$ cat src/rtl/uart_tx_fifo.sv
// rtl/uart_tx_fifo.sv - Buffered 8N1 UART transmitter with a 2**FIFO_AW-entry byte FIFO
module uart_tx_fifo #(
    parameter int CLK_FREQ = 50000000,
    parameter int BAUD     = 9600,
    parameter int BAUD_DIV = CLK_FREQ / BAUD,
    parameter int FIFO_AW  = 4
) (
    input  logic               clk,
    input  logic               rst_n,
    input  logic [7:0]         tx_data,
    input  logic               tx_valid,
    output logic               tx_ready,
    output logic               rs232_tx,
    output logic               tx_busy,
    output logic [FIFO_AW:0]   fifo_count
);

    localparam int DEPTH = 1 << FIFO_AW;
    localparam int CW    = $clog2(BAUD_DIV);
    localparam logic [FIFO_AW:0] FULL_CNT  = (FIFO_AW + 1)'(DEPTH);
    localparam logic [CW-1:0]    BAUD_LAST = CW'(BAUD_DIV - 1);

    typedef enum logic [1:0] {IDLE, START, DATA, STOP} state_t;

    state_t               state_q, state_d;
    logic [CW-1:0]        baud_q, baud_d;
    logic [2:0]           bit_idx_q, bit_idx_d;
    logic [7:0]           shift_q, shift_d;
    logic                 tx_q, tx_d;
    logic [FIFO_AW-1:0]   wr_ptr_q, wr_ptr_d;
    logic [FIFO_AW-1:0]   rd_ptr_q, rd_ptr_d;
    logic [FIFO_AW:0]     count_q, count_d;
    logic [7:0]           mem_q [DEPTH];

    logic push, pop, nonempty, bit_end;

    assign tx_ready   = (count_q != FULL_CNT);
    assign nonempty   = (count_q != '0);
    assign push       = tx_valid && tx_ready;
    assign bit_end    = (baud_q == BAUD_LAST);
    assign rs232_tx   = tx_q;
    assign fifo_count = count_q;
    assign tx_busy    = (state_q != IDLE) || nonempty;

    always_comb begin
        state_d   = state_q;
        bit_idx_d = bit_idx_q;
        shift_d   = shift_q;
        tx_d      = tx_q;
        pop       = 1'b0;
        baud_d    = (state_q == IDLE || bit_end) ? '0 : baud_q + CW'(1);

        case (state_q)
            IDLE: begin
                if (nonempty) begin
                    pop     = 1'b1;
                    shift_d = mem_q[rd_ptr_q];
                    tx_d    = 1'b0;
                    state_d = START;
                end
            end
            START: begin
                if (bit_end) begin
                    tx_d      = shift_q[0];
                    bit_idx_d = 3'd0;
                    state_d   = DATA;
                end
            end
            DATA: begin
                if (bit_end) begin
                    if (bit_idx_q != 3'd7) begin
                        shift_d   = {1'b0, shift_q[7:1]};
                        tx_d      = shift_q[1];
                        bit_idx_d = bit_idx_q + 3'd1;
                    end else begin
                        tx_d    = 1'b1;
                        state_d = STOP;
                    end
                end
            end
            STOP: begin
                // Chaining straight into the next start bit keeps queued frames gap-free
                if (bit_end) begin
                    if (nonempty) begin
                        pop     = 1'b1;
                        shift_d = mem_q[rd_ptr_q];
                        tx_d    = 1'b0;
                        state_d = START;
                    end else begin
                        tx_d    = 1'b1;
                        state_d = IDLE;
                    end
                end
            end
            default: begin
                tx_d    = 1'b1;
                state_d = IDLE;
            end
        endcase

        wr_ptr_d = push ? wr_ptr_q + FIFO_AW'(1) : wr_ptr_q;
        rd_ptr_d = pop  ? rd_ptr_q + FIFO_AW'(1) : rd_ptr_q;
        case ({push, pop})
            2'b10:   count_d = count_q + (FIFO_AW + 1)'(1);
            2'b01:   count_d = count_q - (FIFO_AW + 1)'(1);
            default: count_d = count_q;
        endcase
    end

    always_ff @(posedge clk or negedge rst_n) begin
        if (!rst_n) begin
            state_q   <= IDLE;
            baud_q    <= '0;
            bit_idx_q <= '0;
            shift_q   <= '0;
            tx_q      <= 1'b1;
            wr_ptr_q  <= '0;
            rd_ptr_q  <= '0;
            count_q   <= '0;
        end else begin
            state_q   <= state_d;
            baud_q    <= baud_d;
            bit_idx_q <= bit_idx_d;
            shift_q   <= shift_d;
            tx_q      <= tx_d;
            wr_ptr_q  <= wr_ptr_d;
            rd_ptr_q  <= rd_ptr_d;
            count_q   <= count_d;
        end
    end

    // Storage needs no reset: emptiness is defined by the pointers and count alone
    always_ff @(posedge clk) begin
        if (push) begin
            mem_q[wr_ptr_q] <= tx_data;
        end
    end

endmodule

$ cat config.mk
export PLATFORM = sky130hd
export DESIGN_NAME = uart_tx_fifo
export DESIGN_NICKNAME = d
export VERILOG_FILES = /design/src/rtl/uart_tx_fifo.sv
export SDC_FILE = /design/constraint.sdc
export NUM_CORES = 1
export LEC_CHECK = 0
export CAP_MARGIN = 20
export CORE_ASPECT_RATIO = 1.1
export CORE_UTILIZATION = 40
export CTS_BUF_LIST = sky130_fd_sc_hd__clkbuf_8 sky130_fd_sc_hd__clkbuf_16
export DETAILED_ROUTE_END_ITERATION = 6
export DONT_BUFFER_PORTS = 1
export PLACE_DENSITY_LB_ADDON = 0.12
export SLEW_MARGIN = 20
export SYNTH_ARGS = -nofsm -noshare
export SYNTH_HDL_FRONTEND = slang
export SYNTH_SLANG_ARGS = --single-unit
$ cat constraint.sdc
create_clock -name clk -period 3 [get_ports clk]
set_input_delay 0.45 -clock clk [delete_from_list [all_inputs] [get_ports clk]]
set_output_delay 0.45 -clock clk [all_outputs]
set_load 0.005 [all_outputs]
======== Yosys cells after proc, flatten, opt, wreduce, memory -nomap -nowiden ========
Memory sizes are Yosys's and may differ from the RTL's.
Index checks and enable logic that the tools add are counted.
word-level totals
  flip-flop bits (word level) ............. 40
  RAM bits ................................ 128
  memories kept ........................... 1
memory list
  memory  depth  bits a word  read ports  clocked after Yosys merged registers in  write ports  RTL line  RTL
  mem_q   16     8            1           0                                        1            33        logic [7:0] mem_q [DEPTH];
operators by class
  multiplexer cells ....................... 30
  add/subtract/negate cells ............... 6
  eq/ne operators ......................... 14
  reductions and logical operators ........ 13
operator list
  operator                                             number
  2-to-1 mux 8 bit                                     4
  case mux 8 bit (3 select lines)                      1
  adder 13 x 1 -> 13 bit, second input constant        1
  equality test 13 bit, second input constant          1
  2-to-1 mux 13 bit                                    1
  inequality test 2 bit, second input constant         6
  AND reduction 4 bit                                  3
  2-to-1 mux 1 bit                                     11
  2-to-1 mux 2 bit                                     5
  case mux 5 bit (2 select lines)                      1
  2-to-1 mux 3 bit                                     3
  adder 4 x 1 -> 4 bit, second input constant          2
  case mux 2 bit (4 select lines)                      1
  equality test 2 bit, second input constant           3
  case mux 3 bit (2 select lines)                      1
  nonzero test 2 bit                                   3
  adder 5 x 1 -> 5 bit, second input constant          1
  inequality test 5 bit, second input constant         1
  AND reduction 5 bit                                  1
  nonzero test 5 bit                                   1
  subtractor 5 x 1 -> 5 bit, second input constant     1
  equality test 2 x 1 -> 1 bit, second input constant  2
  case mux 1 bit (4 select lines)                      1
  adder 3 x 1 -> 3 bit, second input constant          1
  other kinds (6)                                      7

======== Longest topological paths before layout ========
  word-level depth ........................ 6
  gate-level depth with buffers ........... 13

======== Worst setup path before layout ========
OpenSTA, ideal clock, no wires.
  path type ............................... flip-flop to flip-flop
  from .................................... register baud_q[0]
  to ...................................... register count_q[4], in the netlist fifo_count[4]
  clock period less this slack ............ 2.951 ns
  stages on the path, launching flop included .. 13
  slack ................................... 0.049 ns
  arrival ................................. 2.872 ns
  path buffers ............................ 0
  path through ............................ dfrtp_1 > ha_1 > and4bb_2 > a41oi_1 > nor3_1 > ha_1 > inv_1 > fa_1 > nor2b_1 > o21ai_0 > and3_1 > nor3_1 > xor2_1
on the way
  cells in the longest elaborated chain, start to end .. 5
  elaborated cells between the ends (all ways) .. 7
ends and longest elaborated chain
  element                                                                RTL line  RTL
  start, declared                                                        26        logic [CW-1:0] baud_q, baud_d;
  start signal, assigned                                                 122       baud_q <= baud_d;
  equality test 13 bit (*)                                               40        assign bit_end = (baud_q == BAUD_LAST);
  2-to-1 mux 1 bit (*)                                                   83        if (bit_end) begin
  case mux 1 bit (2 select lines) (*)                                    53        case (state_q)
  via pop                                                                35        logic push, pop, nonempty, bit_end;
  equality test 2 x 1 -> 1 bit or equality test 2 bit (tied branches)    103       case ({push, pop})
  case mux 5 bit (2 select lines) or nonzero test 2 bit (tied branches)  n/a
  end signal, assigned                                                   128       count_q <= count_d;
  end, declared                                                          32        logic [FIFO_AW:0] count_q, count_d;
Mark *: on every way through the listed nets, which the timed path passes. The rest lies on a longest branch.
A chain may end at the register's enable or synchronous reset.

======== Worst setup path after layout ========
Ends and elaborated chain as after synthesis.

==> metrics.md <==
| Metric | Value |
|---|---|
| Status | completed |
| Core Region | 17,300 um2 |
| DRT iter0 DRCs | 223 |
| I/O pin count | 19 |
| Critical path type | flip-flop to flip-flop |
| Most Used Layer, Global Route | met2 |
| Final period util | 93.5% |
| Max rail drop VDD | 548 uV |
| Relative slew slack | 42.9% |
| Met3 usage | 5.08% |
| Slew Viols, Final | 0 |
| Mapped Cells | 458 |
| Worst setup margin | 195 ps |
| Avg WL per Cell | 19.7 um |
| Initial core utilization | 41.4% |
| Mapped Area | 7160 um2 |
| Drt total wl | 14.6 mm |
| Full die area | 18,400 um2 |
| TritonCTS clock tree | done |
| Max-cap violations | 0 |
| GRT overflow | 0 |
| P per Cell Area | 948 nW/um2 |
| Height of the chip | 142 um |
| First-pass GRT wire length | 22.8 mm |
| Root Buffer | clkbuf_16 |
| CTS buffer count | 17 |
| Synth Area in XOR/XNOR | 2.45% |
| Ranking of synthesized cells by area | edfxtp_1 54%, dfrtp_1 14%, mux2i_1 5.6% |
| Tightest Pin Transition | 857 ps |
| Vias per Instance | 5.24 |
| Share of layout cells above drive strength 1 | 20.2% |
| Worst path max stage delay | 400 ps |
| Final ANT Viol Nets | 0 |
| Antenna fix cells | 0 |
| CP Launch Point | baud_q[0] |
| Routing usage on met2 | 29.6% |
| First-pass iteration count of the detailed router | 4 |
| All-Layer GR Usage | 17.6% |
| Worst-path cell chain | ha_1 > and4bb_2 > a41oi_1 > nor3_2 > ha_2 > inv_1 > fa_1 > nor2b_1 > o21ai_0 > and3_1 > nor3_1 > xor2_1 |
| Die width | 130 um |
| Clock sink count | 168 |
| Hold Path Depth | 0 |
| Post-route cell area | 8230 um2 |
| RR Startpoint | baud_q[0] |
| Initial antenna violation count | 0 |
| Commonest non-fill, non-tap cell in the layout | edfxtp_1 |
| Post-synth top area cell | edfxtp_1 |
| Clock latency on the worst-skew pair | 430 ps |
| Setup TNS Final | 0 ps |
| CTS Buffer Depth | 2 |
| I/O Buffers | 0 |
| Synth warn | 0 |
| Area taken by multi-input logic gates | 2180 um2 |
| Syn-to-layout area delta | 15.0% |
| Final Skew | 8.06 ps |
| Setup crit end kind | flip-flop |
| Simple-gate share of the synthesized area | 6.66% |
| Post-synthesis mux area share | 12.4% |
| Most frequent cells in the layout | 128 x edfxtp_1, 40 x mux2i_1, 38 x dfrtp_1, 32 x buf_4, 29 x nor2_1 |
| GP Congestion | 0.753 |
| FMAX | 357 MHz |
| Final min period | 2800 ps |
| DR vias | 3,875 |
| Filler cells | 1,517 |
| Hpwl dp | 9.48 mm |
| Top-area cell type share of the netlist area | 53.7% |
| CP startpoint kind | flip-flop |
| Post-Syn Nets | 487 |
| Leak | 3.03 nW |
| R2R cell count | 12 |
| Max FO, Critical Path | 5 |
| Area post-placement | 7590 um2 |
| Reg area | 4850 um2 |
| Min-delay worst type | input pin to flip-flop |
| Post-synth EDFFs | 128 |
| Beginning of the worst hold path | tx_data[2] |
| Worst path slowest cell | dfrtp_1 |
| Post-synthesis compound-gate area fraction | 5.58% |
| Core Rows | 50 |
| Fin util | 47.7% |
| Clk pin slew, worst setup/hold paths | 70 ps |
| Largest family of logic cells by synthesized area | multiplexers |
| Setup WS pre-CTS | 5.40 ps |
| WP data required | 3360 ps |
| Vias in the first global route | 3,986 |
| Distinct cell type count after synthesis | 47 |
| Avg Synthesized Cell Area | 15.6 um2 |
| Most common flop cell mapped by yosys | edfxtp_1 |
| Final Hold Viols | 0 |
| Met1 usage | 21.4% |
| Adder-cell area share of the yosys netlist | 3.25% |
| Post-synth ARST share | 23.8% |
| Nets | 521 |
| Yosys reg bits | 168 |
| DRC errors left | 0 |
| WP data arrival | 3160 ps |
| Largest net degree at the start of global routing | 41 |
| H-tree depth | 4 |
| Sequential fraction of the synthesis area | 67.7% |
| Final hold slack | 111 ps |
| Final setup viols | 0 |
## synthesized netlist by cell type (4+ instances only)
cell type,n
edfxtp_1,128
mux2i_1,40
dfrtp_1,39
nor2_1,29
nand2_1,22
ha_1,17
o21ai_0,17
a22oi_1,16
mux4_2,16
inv_1,13
mux2_2,11
xnor2_1,11
nor3_1,10
clkbuf_1,9
nand3_1,9
xor2_1,9
a32oi_1,5
buf_2,5
nor2b_1,5
a21oi_1,4
nand4_1,4
## layer usage
metal / wire length (um) / vias to the layer above
li1: - / 1817
met1: 6310 / 1971
met2: 7450 / 70
met3: 640 / 17
met4: 197 / 0
met5: 0 / -
## worst paths after layout
check | endpoint | slack, ps
worst max register to register | fifo_count[4] | 200
worst min-delay path | mem_q[8][2] | 110
worst min register to register | baud_q[0] | 510
worst max-delay path | fifo_count[4] | 200
min in group asynchronous | fifo_count[0] | 520
max in group asynchronous | rs232_tx | 2200
## area by class of cell
| class | instances | share of cell area (%) |
|---|---|---|
| tap | 234 | 3.56 |
| timing repair buffer | 35 | 3.62 |
| clock inverter | 15 | 1.70 |
| clock buffer | 17 | 5.17 |
| sequential | 168 | 58.9 |
| multi-input combinational | 257 | 26.4 |
| inverter | 13 | 0.593 |
## cell families (layout without fill, tap and decap cells)
kind of cell / Yosys count / count (layout)
AO/OA/AOI/OAI: 57 / 57
XOR/XNOR: 20 / 20
adder cells (fa/ha/maj): 18 / 18
buffers and inverters: 33 / 80
flip-flops: 168 / 168
multiplexers: 67 / 67
AND/OR/NAND/NOR: 95 / 95
## sequential cells by signal (all words and copies together), names as in the netlist, 2 cells and up
name,flops
mem_q,128
bit_idx_q,3
shift_q,8
fifo_count,5
baud_q,13
state_q,2
rd_ptr_q,4
wr_ptr_q,4
## worst max-delay path: cells and delay by family, from the launching register on
kind	cells	cell delay, ps
DFF	1	400
AOI/OAI and AO/OA	2	230
buffers and inverters	1	70
adders and majority gates	3	820
xor gates and xnor gates	1	160
and+or+nand+nor	5	1040
## report_power, final
group          internal [mW]  total [mW]  switching, mW
combinational           1.19        2.50           1.31
sequential              2.89        3.21          0.324
clock                   1.16        2.09          0.932
## through the flow
stage | power [mW] | cells
6_report | 7.80 | 739
4_1_cts | 7.87 | 736
2_1_floorplan | 4.98 | 458
3_3_place_gp | 5.71 | 702
3_5_place_dp | 5.75 | 702
5_1_grt | 8.23 | 739
## what timing repair did
item                       4_1_cts  5_1_grt
gates resized for setup          1        1
hold buffers                     2        0
buffers inserted                 0        3
pin swaps                        0        3
hold endpoints to repair        40        0
setup endpoints to repair        1        1
No activity file was read; power rests on OpenSTA's default activity.
